--- src/rtl/imem_axil_rd_slave_pkg.sv ---
// Shared bus widths, response codes and FSM encoding for the instruction-memory
// AXI-lite read responder.
package imem_axil_rd_slave_pkg;

  localparam int unsigned MemAddrBus = 32;
  localparam int unsigned MemDataBus = 64;

  localparam logic [1:0] RESP_OKAY   = 2'b00;
  localparam logic [1:0] RESP_SLVERR = 2'b10;

  typedef enum logic [2:0] {
    StIdle = 3'd0,
    StMem  = 3'd1,
    StData = 3'd2,
    StWait = 3'd3,
    StResp = 3'd4
  } state_e;

endpackage

--- src/rtl/imem_axil_rd_slave_reg.sv ---
// Generic register primitive with synchronous, active-high reset to a fixed value.
module imem_axil_rd_slave_reg #(
  parameter int unsigned       Width    = 1,
  parameter logic [Width-1:0] ResetVal = '0
) (
  input  logic             clk,
  input  logic             rst,
  input  logic [Width-1:0] d,
  output logic [Width-1:0] q
);

  always_ff @(posedge clk) begin
    if (rst) begin
      q <= ResetVal;
    end else begin
      q <= d;
    end
  end

endmodule

--- src/rtl/imem_axil_rd_slave.sv ---
// AXI-lite read responder for instruction memory: one outstanding AR, one SRAM
// access, full 64-bit doubleword returned on R; bad addresses get SLVERR.
module imem_axil_rd_slave
  import imem_axil_rd_slave_pkg::*;
#(
  parameter int unsigned        ADDR_W     = MemAddrBus,
  parameter int unsigned        DATA_W     = MemDataBus,
  parameter logic [ADDR_W-1:0]  BASE       = 32'h8000_0000,
  parameter logic [ADDR_W-1:0]  SIZE_BYTES = 32'h0010_0000,
  parameter int unsigned        LAT        = 0,
  parameter int unsigned        CNT_W      = 4
) (
  input  logic              clk,
  input  logic              rst,
  input  logic              ARVALID,
  input  logic [ADDR_W-1:0] ARADDR,
  output logic              ARREADY,
  output logic              RVALID,
  output logic [DATA_W-1:0] RDATA,
  output logic [1:0]        RRESP,
  input  logic              RREADY,
  output logic              mem_en,
  output logic [ADDR_W-4:0] mem_addr,
  input  logic [DATA_W-1:0] mem_rdata
);

  state_e             state_q, state_d;
  logic [2:0]         state_raw;
  logic               arready_d, rvalid_d;
  logic [DATA_W-1:0]  rdata_d;
  logic [1:0]         rresp_d;
  logic [ADDR_W-4:0]  mem_addr_d;
  logic [CNT_W-1:0]   cnt_q, cnt_d;
  logic [ADDR_W-1:0]  offset;
  logic               err;

  assign state_q = state_e'(state_raw);

  imem_axil_rd_slave_reg #(.Width(3), .ResetVal(StIdle)) u_state_reg (
    .clk(clk), .rst(rst), .d(state_d), .q(state_raw)
  );
  imem_axil_rd_slave_reg #(.Width(1)) u_arready_reg (
    .clk(clk), .rst(rst), .d(arready_d), .q(ARREADY)
  );
  imem_axil_rd_slave_reg #(.Width(1)) u_rvalid_reg (
    .clk(clk), .rst(rst), .d(rvalid_d), .q(RVALID)
  );
  imem_axil_rd_slave_reg #(.Width(DATA_W)) u_rdata_reg (
    .clk(clk), .rst(rst), .d(rdata_d), .q(RDATA)
  );
  imem_axil_rd_slave_reg #(.Width(2)) u_rresp_reg (
    .clk(clk), .rst(rst), .d(rresp_d), .q(RRESP)
  );
  imem_axil_rd_slave_reg #(.Width(ADDR_W-3)) u_mem_addr_reg (
    .clk(clk), .rst(rst), .d(mem_addr_d), .q(mem_addr)
  );
  imem_axil_rd_slave_reg #(.Width(CNT_W)) u_cnt_reg (
    .clk(clk), .rst(rst), .d(cnt_d), .q(cnt_q)
  );

  // Offset wraps for addresses below BASE; the explicit compare catches that case.
  assign offset = ARADDR - BASE;
  assign err    = (ARADDR < BASE) | (offset >= SIZE_BYTES) | (ARADDR[1:0] != 2'b00);

  assign mem_en = (state_q == StMem);

  always_comb begin
    state_d    = state_q;
    rdata_d    = RDATA;
    rresp_d    = RRESP;
    mem_addr_d = mem_addr;
    cnt_d      = cnt_q;
    unique case (state_q)
      StIdle: begin
        if (ARVALID && ARREADY) begin
          if (err) begin
            state_d = StResp;
            rresp_d = RESP_SLVERR;
            rdata_d = '0;
          end else begin
            state_d    = StMem;
            mem_addr_d = offset[ADDR_W-1:3];
          end
        end
      end
      StMem: state_d = StData;
      StData: begin
        rdata_d = mem_rdata;
        rresp_d = RESP_OKAY;
        if (LAT == 0) begin
          state_d = StResp;
        end else begin
          cnt_d   = CNT_W'(LAT - 1);
          state_d = StWait;
        end
      end
      StWait: begin
        if (cnt_q == '0) begin
          state_d = StResp;
        end else begin
          cnt_d = cnt_q - CNT_W'(1);
        end
      end
      StResp: begin
        if (RREADY) state_d = StIdle;
      end
      default: state_d = StIdle;
    endcase
    // Registered handshake outputs track the state being entered.
    arready_d = (state_d == StIdle);
    rvalid_d  = (state_d == StResp);
  end

endmodule

--- config.mk ---
export PLATFORM = sky130hd
export DESIGN_NAME = imem_axil_rd_slave
export DESIGN_NICKNAME = d
export VERILOG_FILES = /design/src/rtl/imem_axil_rd_slave_pkg.sv /design/src/rtl/imem_axil_rd_slave_reg.sv /design/src/rtl/imem_axil_rd_slave.sv
export SDC_FILE = /design/constraint.sdc
export NUM_CORES = 1
export LEC_CHECK = 0
export BUFFER_PORTS_ARGS = -buffer_cell sky130_fd_sc_hd__buf_2
export CAP_MARGIN = 15
export CORE_MARGIN = 8
export CORE_UTILIZATION = 45
export CTS_CLUSTER_SIZE = 8
export DETAILED_ROUTE_END_ITERATION = 7
export MAX_ROUTING_LAYER = met4
export PLACE_DENSITY = 0.75
export SLEW_MARGIN = 20
export SYNTH_ARGS = -nofsm -noshare
export SYNTH_HDL_FRONTEND = slang
export SYNTH_HIERARCHICAL = 1
export SYNTH_SLANG_ARGS = --single-unit
--- constraint.sdc ---
create_clock -name clk -period 4.95 [get_ports clk]
set_clock_uncertainty 0.2 [all_clocks]
set_input_delay 0.2475 -clock clk [delete_from_list [all_inputs] [get_ports clk]]
set_output_delay 0.2475 -clock clk [all_outputs]
set_load 0.005 [all_outputs]
==> impl_metrics.json, run 1 <==
{
  "top_layer_used": "met4",
  "fmax_ghz": 0.369,
  "dieArea_sq_um": 14400,
  "wl_mm": 13.1,
  "rsz0062_at_grt": "false",
  "cts.clk_slew.worst_paths_ps": 100,
  "synth_cell_types": 37,
  "synth-edff-count": 0,
  "layout_common_cells": "195 x buf_2, 104 x dfxtp_1, 69 x nand2_1, 68 x o21ai_0, 64 x a22oi_1",
  "synthCells": 516,
  "p_switching_uw": 337,
  "end_kind": "register",
  "drt-met1-wl_mm": 5.54,
  "antenna_cells": 0,
  "grt_pass1_wl_mm": 20.2,
  "final_design_area_no_fill_sq_um": 6170,
  "hpwl_mm": 8.93,
  "cp_max_fo": 38,
  "async_flop_share_pct": 0,
  "drv_cap": 0,
  "cts_max_level": 3,
  "gr-usage-all-layers_pct": 17.4,
  "r2r_cells": 6,
  "wl_met3_um": 664,
  "grt_overflow": 0,
  "worstSkewPairLatency_ps": 350,
  "cts_tree": "done",
  "yosys_warnings": 6,
  "swShare_pct": 22.9,
  "path_class": "reg2reg",
  "slew_headroom_pct": 43.1,
  "fin_nets": 803,
  "wl_per_cell_um": 15.4,
  "synth_flop_cell": "dfxtp_1",
  "ff_latch_area_sq_um": 2080,
  "die_w_um": 120,
  "worst_pin_slew_ps": 851,
  "cts_made_buffers": 9,
  "grt_max_degree": 81,
  "power_leakage_uw": 0.00267,
  "area_growth_pct": 26.7,
  "drive_gt1_share_pct": 43.3,
  "syn_avg_cell_area_sq_um": 9.44,
  "vias_per_cell": 5.13,
  "status": "complete, no violations",
  "route.vias.total": 4340,
  "ant_nets": 0,
  "setup_tns_ps": 0,
  "synth_area_sq_um": 4870,
  "final_common_cell": "buf_2",
  "met2_length_mm": 6.58,
  "grt_pass1_vias": 4166,
  "cts-root-buf": "clkbuf_8",
  "p_seq_share_pct": 57.2,
  "ys_ff_latch": 104,
  "slew_viol_final": 0,
  "clock_power_share_pct": 35.7,
  "synth-seq-area-share_pct": 42.7,
  "numClockSinks": 104,
  "clock_path_buffers": 2,
  "setup_viol": 0,
  "p_int_uw": 1130,
  "synth_nets": 617,
  "grt_antenna_before_repair": 0,
  "num_rows": 38,
  "peakVddDrop_mv": 0.120,
  "critPathRequiredTime_ps": 5050,
  "remaining_drc_errors": 0,
  "cts_resized": 0,
  "start_util_pct": 45.5,
  "start_kind": "register",
  "first_pass_iters": 5,
  "hold_path.class": "in2reg",
  "drt_iter0_drc": 311,
  "place_congestion": 0.782,
  "placed_area_sq_um": 5830,
  "hold_depth": 4,
  "die_h_um": 120,
  "multi_input_area_sq_um": 2510,
  "finalCritPeriodShare_pct": 54.8,
  "ios": 198,
  "p_per_area_nw_per_um2": 238,
  "fillers": 966,
  "design.core.area_sq_um": 10700,
  "worstPathArrival_ps": 2810,
  "comb_power_share_pct": 7.1,
  "post-route-min-period_ps": 2710,
  "port_buffers": 196,
  "finalHoldViolCount": 0
}
## cell families after synthesis
| family | count (synthesis) | share of synthesized area [%] |
|---|---|---|
| AND/OR/NAND/NOR | 208 | 28.2 |
| buffers and inverters | 46 | 6.01 |
| XOR/XNOR | 1 | 0.180 |
| AO/OA/AOI/OAI | 138 | 17.7 |
| flip-flops | 104 | 42.7 |
| multiplexers | 18 | 4.93 |
| adder cells (fa/ha/maj) | 1 | 0.257 |
## flip-flops by register name, summed over array words and instances, names as in the netlist
| register | count |
|---|---|
| u_rresp_reg/q | 2 |
| u_state_reg/q | 3 |
| u_arready_reg/q | 1 |
| u_mem_addr_reg/q | 29 |
| u_rvalid_reg/q | 1 |
| u_rdata_reg/q | 64 |
| u_cnt_reg/q | 4 |
## critical path, stage by stage (launching register included)
cell and delay [ps]:
dfxtp_1 480, inv_2 330, nor2_4 780, buf_4 440
a22oi_1 120, o21ai_0 120, nor2b_2 170
## power groups by stage
stage,sequential (uW),combinational (uW),clock (uW)
4_1_cts,840,104,542
5_1_grt,840,113,572
2_1_floorplan,859,47.9,0
3_5_place_dp,859,94.1,0
6_report,840,104,523
3_3_place_gp,859,89.7,0
## synthesized netlist by cell type (3+ instances only)
cell / number / area [sq um]
a22oi_1: 64 / 480
and2b_1: 7 / 52.6
buf_2: 7 / 35.0
buf_6: 7 / 78.8
clkbuf_1: 23 / 86.3
dfxtp_1: 104 / 2080
inv_1: 4 / 15.0
mux2_1: 6 / 67.6
mux2_4: 10 / 150
nand2_1: 69 / 259
nor2_1: 7 / 26.3
nor2b_1: 38 / 238
nor2b_2: 60 / 526
nor2b_4: 12 / 165
nor4_1: 3 / 18.8
o21ai_0: 68 / 340
## layer usage
metal  GRT usage (%)  up-vias
met2            29.1      139
met5               -        -
met1            19.9     2047
li1                -     2128
met3            3.24       26
met4            7.96        0
## final timing paths
check,startpoint,to,slack [ps]
min reg2reg,u_mem_addr_reg/q[21],u_mem_addr_reg/q[21],380
max reg2reg,u_state_reg/q[1],u_rdata_reg/q[46],2240
min,mem_rdata[13],u_rdata_reg/q[13],20
max,u_state_reg/q[1],u_rdata_reg/q[46],2240
## timing repair
action	in CTS	in global routing
hold buffers	14	1
buffers inserted	0	0
endpoints found under the hold margin	14	1
## final cells by class
class                   count  share of cell area [%]
clock buffers              12                    2.35
clock inverters             3                   0.689
inverters                   4                   0.243
multi-input cells         366                    40.7
flip-flops and latches    104                    33.7
well taps                 140                    2.84
repair buffers            217                    19.5
## through the flow
step / hold slack [ps] / utilization (%) / std cells / power, uW / worst slack (ps)
floorplan: 112 / - / 516 / 907 / 3050
global placement: 345 / 54.2 / 815 / 949 / 2080
detailed placement: 354 / 54.5 / 816 / 953 / 2270
CTS: 0.184 / 57.6 / 845 / 1490 / 2230
global route: 6.87 / 57.7 / 846 / 1520 / 2040
finish: 15.8 / 57.7 / 846 / 1470 / 2240
(Power assumes the default switching activity.)
==> run 2: changes to the inputs <==
--- a/config.mk
+++ b/config.mk
@@ -5,14 +5,15 @@
 export SDC_FILE = /design/constraint.sdc
 export NUM_CORES = 1
 export LEC_CHECK = 0
+export ABC_AREA = 1
 export BUFFER_PORTS_ARGS = -buffer_cell sky130_fd_sc_hd__buf_2
 export CAP_MARGIN = 15
 export CORE_MARGIN = 8
-export CORE_UTILIZATION = 45
+export CORE_UTILIZATION = 43
 export CTS_CLUSTER_SIZE = 8
 export DETAILED_ROUTE_END_ITERATION = 7
 export MAX_ROUTING_LAYER = met4
-export PLACE_DENSITY = 0.75
+export PLACE_DENSITY = 0.77
 export SLEW_MARGIN = 20
 export SYNTH_ARGS = -nofsm -noshare
 export SYNTH_HDL_FRONTEND = slang
==> constraint.sdc (replaced) <==
create_clock -name clk -period 2.4 [get_ports clk]
set_clock_uncertainty 0.2 [all_clocks]
set_input_delay 0.12 -clock clk [delete_from_list [all_inputs] [get_ports clk]]
set_output_delay 0.12 -clock clk [all_outputs]
set_load 0.005 [all_outputs]
==> impl_metrics.json, run 2 <==
{
  "status": "complete, no violations",
  "synth-edff-count": 0,
  "cts.clk_slew.worst_paths_ps": 100,
  "hold_depth": 7,
  "synth_top_family_by_area": "simple AND/OR/NAND/NOR gates",
  "finalCritPeriodShare_pct": 94.5,
  "cts_tree": "done",
  "synthMuxAreaShare_pct": 0,
  "r2r_end": "u_rdata_reg/q[1]",
  "yosysMostFrequentCell": "nand2_1",
  "finalPower_uw": 3150,
  "grt_antenna_before_repair": 2,
  "gr-usage-all-layers_pct": 20.9,
  "ys_ff_latch": 104,
  "die_w_um": 118,
  "die_h_um": 118,
  "slew_headroom_pct": 68.8,
  "fmax_ghz": 0.441,
  "worstHoldStart": "ARVALID",
  "drv_cap": 0,
  "cts-root-buf": "clkbuf_8",
  "area_growth_pct": 55.3,
  "pre_cts_slack_ps": 646,
  "cts_made_buffers": 9,
  "ff_latch_area_sq_um": 2080,
  "fin_cells": 1121,
  "grt_pass1_wl_mm": 23.3,
  "rsz0062_at_grt": "false",
  "grt_pass1_vias": 4968,
  "r2r-start": "u_state_reg/q[2]",
  "peakVddDrop_mv": 0.287,
  "hpwl_mm": 7.86,
  "layout_common_cells": "239 x nand2_1, 195 x buf_2, 143 x inv_1, 116 x nor2_1, 116 x dlygate4sd3_1",
  "worstPathArrival_ps": 2370,
  "synth_fa_ha_area_share_pct": 0.281,
  "end_kind": "register",
  "synth_compound_area_share_pct": 2.64,
  "drive_gt1_share_pct": 23.8,
  "fin_nets": 1079,
  "hold_path.class": "in2reg",
  "yosys_warnings": 6,
  "worst_slack_ps": 133,
  "start_util_pct": 43.7,
  "vias_per_cell": 4.32,
  "grt_max_degree": 65,
  "slew_viol_final": 0,
  "synth-simple-area-share_pct": 32.0,
  "synth_xor_area_share_pct": 0.394,
  "r2r_setup_slack_ps": 130,
  "critPathRequiredTime_ps": 2500,
  "wl_per_cell_um": 13.0,
  "fillers": 812,
  "synth-seq-area-share_pct": 46.8,
  "yosysTopAreaCell": "dfxtp_1",
  "power_leakage_uw": 0.00379,
  "synth_nets": 771,
  "ant_nets": 0,
  "synth_top_cell_area_share_pct": 46.8,
  "synthTopCellsByArea": "dfxtp_1 47%, nand2_1 20%, inv_1 12%, nor2_1 9.9%, buf_6 4.6%",
  "multi_input_area_sq_um": 1580,
  "min_to": "u_rresp_reg/q[1]",
  "ios": 198,
  "numClockSinks": 104,
  "post-route-min-period_ps": 2270,
  "route.vias.total": 4846,
  "port_buffers": 196,
  "synth_flop_cell": "dfxtp_1",
  "start_kind": "register",
  "num_rows": 37,
  "setup_viol": 0,
  "async_flop_share_pct": 0,
  "finalHoldViolCount": 0,
  "largest-register": "u_rdata_reg/q",
  "top_regs": "u_rdata_reg/q (64), u_mem_addr_reg/q (29), u_cnt_reg/q (4)",
  "remaining_drc_errors": 0,
  "synth_commonest_cells": "239 x nand2_1, 143 x inv_1, 117 x nor2_1, 104 x dfxtp_1, 18 x buf_6",
  "grt_overflow": 0,
  "place_congestion": 0.814,
  "placed_area_sq_um": 5440,
  "synth_area_sq_um": 4450,
  "syn_avg_cell_area_sq_um": 6.64,
  "dieArea_sq_um": 13900,
  "clock_path_buffers": 2,
  "drt_iter0_drc": 489,
  "cp_max_fo": 16,
  "r2r_cells": 11,
  "critPathLaunch": "u_state_reg/q[2]",
  "worstSkewPairLatency_ps": 350,
  "wl_mm": 14.5,
  "final_design_area_no_fill_sq_um": 6910,
  "largest_reg_flops": 64,
  "dp_cells": 979,
  "synth_cell_types": 20,
  "path_class": "reg2reg",
  "first_pass_iters": 4,
  "design.core.area_sq_um": 10200,
  "cts_max_level": 3,
  "worst_pin_slew_ps": 468,
  "setup_tns_ps": 0,
  "synthCells": 670,
  "final_common_cell": "nand2_1",
  "p_per_area_nw_per_um2": 455
}
-- run 2: metal layers --
metal / GRT usage (%) / vias to the layer above / share of wire (%) / routed length (um)
li1: - / 2502 / - / -
met1: 22.4 / 2103 / 42 / 6040
met2: 34.9 / 193 / 48 / 6910
met3: 4.99 / 48 / 6.6 / 963
met4: 11.6 / 0 / 4.2 / 606
met5: - / - / 0 / 0
-- run 2: worst max-delay path by stage --
stage	endpoint
CTS	u_rdata_reg/q[62]
floorplan	u_arready_reg/q
finish	u_rdata_reg/q[1]
global route	u_rdata_reg/q[1]
detailed placement	u_rdata_reg/q[62]
global placement	u_rdata_reg/q[62]
-- run 2: layout make-up --
type | instances | share of cell area [%]
antenna | 2 | 0.0724
clock buffer | 12 | 2.39
clock inverter | 4 | 0.489
inverter | 144 | 7.82
multi-input combinational | 394 | 22.9
sequential | 104 | 30.1
tap | 136 | 2.46
timing repair buffer | 325 | 33.8
-- run 2: cells by family after synthesis --
family                   after synthesis
adder cells (fa/ha/maj)                1
buffers and inverters                172
AO/OA/AOI/OAI                         23
AND/OR/NAND/NOR                      368
flip-flops                           104
XOR/XNOR                               2
-- run 2: where the power goes --
part / switching, uW / internal (uW) / total (uW)
clock network: 602 / 473 / 1070
logic: 147 / 196 / 343
registers: 2.35 / 1730 / 1730
-- run 2: worst max-delay path: stages, from the launching register on --
cell	delay [ps]
dfxtp_1	340
nor2_4	120
inv_2	70
nor2_4	100
nand2_1	110
nand2_4	110
buf_16	150
nand2_1	80
nand2_1	110
inv_1	80
nor2_1	130
dlygate4sd3_1	580
-- run 2: what timing repair did --
item	CTS	global route
hold buffers	116	0
setup endpoints to repair	0	30
resized for setup	0	2
endpoints found under the hold margin	85	0
buffers inserted	0	6
-- run 2: metrics by stage --
step,hold WS [ps],util [%]
after floorplan,-13.1,-
after global placement,215,53.5
after detailed placement,225,53.5
after CTS,36.5,66.8
after global routing,104,67.9
final,60.6,67.9
